--- config.mk ---
export PLATFORM = sky130hd
export DESIGN_NAME = fetch_unit
export DESIGN_NICKNAME = d
export VERILOG_FILES = /design/src/rtl/fetch_unit.sv
export SDC_FILE = /design/constraint.sdc
export NUM_CORES = 1
export LEC_CHECK = 0
export BUFFER_PORTS_ARGS = -buffer_cell sky130_fd_sc_hd__buf_2
export CAP_MARGIN = 20
export CORE_MARGIN = 5
export CORE_UTILIZATION = 49
export CTS_BUF_LIST = sky130_fd_sc_hd__clkbuf_4 sky130_fd_sc_hd__clkbuf_8
export CTS_CLUSTER_SIZE = 30
export DETAILED_ROUTE_END_ITERATION = 12
export PLACE_DENSITY = 0.92
export SYNTH_ARGS = -nofsm -noshare
export SYNTH_HDL_FRONTEND = slang
export SYNTH_SLANG_ARGS = --single-unit
--- constraint.sdc ---
create_clock -name clk -period 2.8 [get_ports clk]
set_input_delay 0.56 -clock clk [delete_from_list [all_inputs] [get_ports clk]]
set_output_delay 0.56 -clock clk [all_outputs]
set_load 0.05 [all_outputs]
--- src/rtl/fetch_unit.sv ---
// Instruction-fetch stage: owns the PC, fetches words over a req/ack handshake,
// and hands one instruction at a time to decode with a valid qualifier.
module fetch_unit #(
    parameter logic [31:0] RESET_PC = 32'h0000_0000,
    parameter int unsigned MAX_WAIT = 15,
    parameter logic [31:0] NOP_WORD = 32'hE1A0_0000
) (
    input  logic        clk,
    input  logic        rst,
    output logic        imem_req,
    output logic [31:0] imem_addr,
    input  logic        imem_ack,
    input  logic [31:0] imem_rdata,
    input  logic        PCSrc,
    input  logic [31:0] PCResult,
    input  logic        stall,
    output logic [31:0] Instr,
    output logic        instr_valid,
    output logic [31:0] PC,
    output logic [31:0] PCPlus8,
    output logic        fetch_err
);

    typedef enum logic [1:0] {
        S_REQ   = 2'd0,
        S_ISSUE = 2'd1,
        S_ERR   = 2'd2
    } state_t;

    localparam logic [7:0] WAIT_LAST = 8'(MAX_WAIT - 1);

    state_t      state_q;
    logic [31:0] pc_q;
    logic [31:0] instr_q;
    logic [7:0]  wait_q;
    logic        err_q;
    logic [31:0] pc_d;

    // Address of the instruction that follows the one currently issued.
    always_comb begin
        pc_d = pc_q + 32'd4;
        if (PCSrc) begin
            pc_d = PCResult & 32'hFFFF_FFFC;
        end else begin
            pc_d = pc_q + 32'd4;
        end
    end

    // Fetch sequencer: a request completes on ack, or times out into a sticky error.
    always_ff @(posedge clk) begin
        if (!rst) begin
            state_q <= S_REQ;
            pc_q    <= RESET_PC;
            instr_q <= NOP_WORD;
            wait_q  <= 8'd0;
            err_q   <= 1'b0;
        end else begin
            case (state_q)
                S_REQ: begin
                    // An ack in the timeout cycle still completes the fetch.
                    if (imem_ack) begin
                        instr_q <= imem_rdata;
                        wait_q  <= 8'd0;
                        state_q <= S_ISSUE;
                    end else if (wait_q == WAIT_LAST) begin
                        state_q <= S_ERR;
                        err_q   <= 1'b1;
                    end else begin
                        wait_q  <= wait_q + 8'd1;
                    end
                end
                S_ISSUE: begin
                    if (!stall) begin
                        pc_q    <= pc_d;
                        state_q <= S_REQ;
                    end else begin
                        state_q <= S_ISSUE;
                    end
                end
                S_ERR: begin
                    err_q <= 1'b1;
                end
                default: begin
                    state_q <= S_ERR;
                    err_q   <= 1'b1;
                end
            endcase
        end
    end

    // Outputs decode the state register; rst low forces the idle/no-instruction view.
    assign imem_req    = rst & (state_q == S_REQ);
    assign instr_valid = rst & (state_q == S_ISSUE);
    assign imem_addr   = pc_q;
    assign Instr       = instr_valid ? instr_q : NOP_WORD;
    assign PC          = pc_q;
    assign PCPlus8     = pc_q + 32'd8;
    assign fetch_err   = err_q;

endmodule

==> flow_metrics.tcl <==
set metrics [dict create \
    reg2reg_depth 7 \
    synth_cell_types 59 \
    avgSynthCellArea_sq_um 8.080 \
    finalNonFillerCells 817 \
    io_pins 200 \
    worstSetupPathType "reg2out" \
    gp_congestion 0.8729 \
    synth_adder_area_share_pct 1.147 \
    ctsLongestPathBuffers 2 \
    synth.area.mux_share_pct 1.606 \
    grt_overflow 0 \
    ant_nets 0 \
    synth_top_family_by_area "simple AND/OR/NAND/NOR gates" \
    path_max_fanout 10 \
    final_net_count 776 \
    die_area_sq_mm 0.01089 \
    ctsHtreeMaxLevel 3 \
    via_count 4762 \
    synth_seq_cells 73 \
    layout_min_cycle_time_ps 2740 \
    wl_um 13980 \
    synth-simple-area-share_pct 27.59 \
    cts_root_buf "clkbuf_8" \
    tns_ps 0 \
    synth_edf_count 0 \
    antenna_found_initial 1 \
    viasPerCell 5.829 \
    r2r_slack_ps 520 \
    clock_latency_ps 340 \
    slew_headroom_pct 38.72 \
    yosysTopAreaCellShare_pct 33.50 \
    status "finished clean" \
    clockPowerShare_pct 30.7 \
    clock_skew_ps 11.77 \
    p_leak_nw 2.904 \
    cts_tree "built" \
    synthArstFlopShare_pct 0 \
    worstPathRequired_ps 2240 \
    layout_common_cells "177 x buf_2, 63 x dfxtp_1, 45 x nor2_1" \
    rsz0062_at_grt "true" \
    min_path_type "in2reg" \
    cts_hold_buf 0 \
    grt_pass1_wl_um 22250 \
    ir_drop_mv 0.3419 \
    std_cell_rows 34 \
    synthXorXnorAreaFrac_pct 6.424 \
    firstDrtPassIters 5 \
    coreArea_sq_mm 0.008721 \
    max_clock_freq_mhz 365.0 \
    endpoint_kind "output pin" \
    p_comb_share_pct 24.0 \
    powerDensity_mw_per_mm2 424.9 \
    worstPathArrival_ps 2180 \
    synth_cells 540 \
    grt_pass1_vias 4511 \
    syn_to_final_growth_pct 35.79 \
    grt_max_degree 35 \
    die_height_um 104.4 \
    port_buffers 191 \
    worstReg2RegStart "PC[3]" \
    layout_commonest_cell "buf_2" \
    finalSetupViolCount 0 \
    grtUsageTotal_pct 24.31 \
    cts_buffers 9 \
    initial_core_util_pct 50.03 \
    hold_violations 0 \
    seqPwrFrac_pct 45.2 \
    placed_cells 794 \
    worst_hold_path.num_cells 2 \
    worstHoldEndpoint "instr_q[0]" \
    worstMarginPinSlew_ps 919.2 \
    ys.flop_type "dfxtp_1" \
    nFillCells 681 \
    yosysWarnings 0 \
    maxSlewViolCount 0 \
    clock_sinks 73 \
    drt_iter0_markers 379 \
    die_width_um 104.4 \
    synth-compound-area-share_pct 18.87 \
    drive_above_1_share_pct 42.37 \
    cp-start-kind "flip-flop" \
    r2r_end "PC[20]" \
    remaining_drc_errors 0 \
    netlist_area_sq_mm 0.004363 \
    cap_violations 0 \
    clk_pin_slew_ps 90 \
    hold_start "imem_rdata[0]" \
    synthTopCellsByArea "dfxtp_1 33%, buf_4 6.5%, a22o_1 5.4%" \
    dp_hpwl_um 10120 \
    seq_area_frac_synth_pct 33.50 \
    yosys.area.top_type "dfxtp_1" \
    avgRoutedWirePerCell_um 17.11 \
    p_int_mw 1.613 \
    period_share_pct 97.85 \
    switching_share_pct 35.90 \
    p_sw_mw 0.9037 \
]
-- metrics by stage --
step / hold slack [ps] / area [sq um] / utilization (%) / setup WS, ps / power (mW)
after floorplan: 422.5 / 4666 / - / -61.48 / 1.607
after global placement: 443.7 / 5518 / 63.27 / 158.5 / 1.731
after detailed placement: 455.9 / 5518 / 63.27 / 87.34 / 1.747
after CTS: 396.5 / 5809 / 66.61 / -19.20 / 2.528
after global routing: 395.0 / 5924 / 67.93 / -38.12 / 2.635
final: 419.1 / 5924 / 67.93 / 60.31 / 2.517
-- routing by layer --
metal  part of all wire (%)  global-route usage [%]  routed length [um]
met5                      0                       0                   0
met4                    2.6                   10.82                 369
met3                    9.7                   5.649                1362
met2                     50                   41.27                7010
met1                     37                   29.03                5237
-- final cells by class --
| type | instances | area, sq um | share of cell area, % |
|---|---|---|---|
| Antenna cell | 1 | 2.502 | 0.04224 |
| Clock buffer | 9 | 123.9 | 2.091 |
| Clock inverter | 7 | 58.81 | 0.9926 |
| Inverter | 6 | 22.52 | 0.3801 |
| Multi-Input combinational cell | 390 | 2821 | 47.62 |
| Sequential cell | 73 | 1484 | 25.05 |
| Tap cell | 108 | 135.1 | 2.281 |
| Timing Repair Buffer | 223 | 1276 | 21.54 |
-- critical path: stages, from the launching register on --
cell and delay, ps:
dfxtp_4 430, and4_1 240, nand3_2 140, nor4_4 320
buf_4 170, nand4_4 150, xnor2_4 210, buf_6 180
-- cell usage after synthesis (all sizes together) (4+ instances only) --
library cell and number:
dfxtp 73, buf 51, nand2 46, nor2 45, and2 28, a22o 27
clkbuf 25, o21ai 24, a21oi 23, nand3 23, nand4 19, xnor2 19
and3 16, xor2 13, nand2b 11, a31oi 10, nor3 9, o22ai 8
mux2i 7, o22a 6, a22oi 5, inv 5, nor4 5, or3 5
and4 4, ha 4, nor3b 4
-- worst max-delay path by stage --
stage / start / endpoint / slack, ps / cells after the start
floorplan: PC[20] / PCPlus8[31] / -60 / 6
global placement: PC[3] / PCPlus8[25] / 160 / 8
detailed placement: PC[3] / PCPlus8[29] / 90 / 9
CTS: PC[3] / PCPlus8[31] / -20 / 7
global route: PC[16] / PCPlus8[31] / -40 / 7
finish: PC[16] / PCPlus8[31] / 60 / 7
-- flip-flops by register name, summed over array words and instances, names as in the netlist --
| name | cells |
|---|---|
| state_q | 2 |
| fetch_err | 1 |
| wait_q | 8 |
| PC | 30 |
| instr_q | 32 |
-- timing repair --
action / 4_1_cts / 5_1_grt
endpoints found under the setup margin: 14 / 14
endpoints found under the hold margin: 0 / 0
resized for setup: 23 / 27
setup buffers: 4 / 1
pin swaps: 0 / 4
-- cells by family after synthesis --
family	Yosys count
AND/OR/NAND/NOR	221
multiplexers	7
adder cells (fa/ha/maj)	4
buffers and inverters	82
XOR/XNOR	32
other	1
flip-flops	73
AO/OA/AOI/OAI	120
-- power groups by stage --
stage	Combinational [mW]	Clock (mW)	Sequential, mW
after floorplan	0.395	0	1.21
after global placement	0.573	0	1.16
after detailed placement	0.585	0	1.16
after CTS	0.596	0.794	1.14
after global routing	0.640	0.849	1.15
final	0.605	0.774	1.14
(Power assumes the default switching activity.)
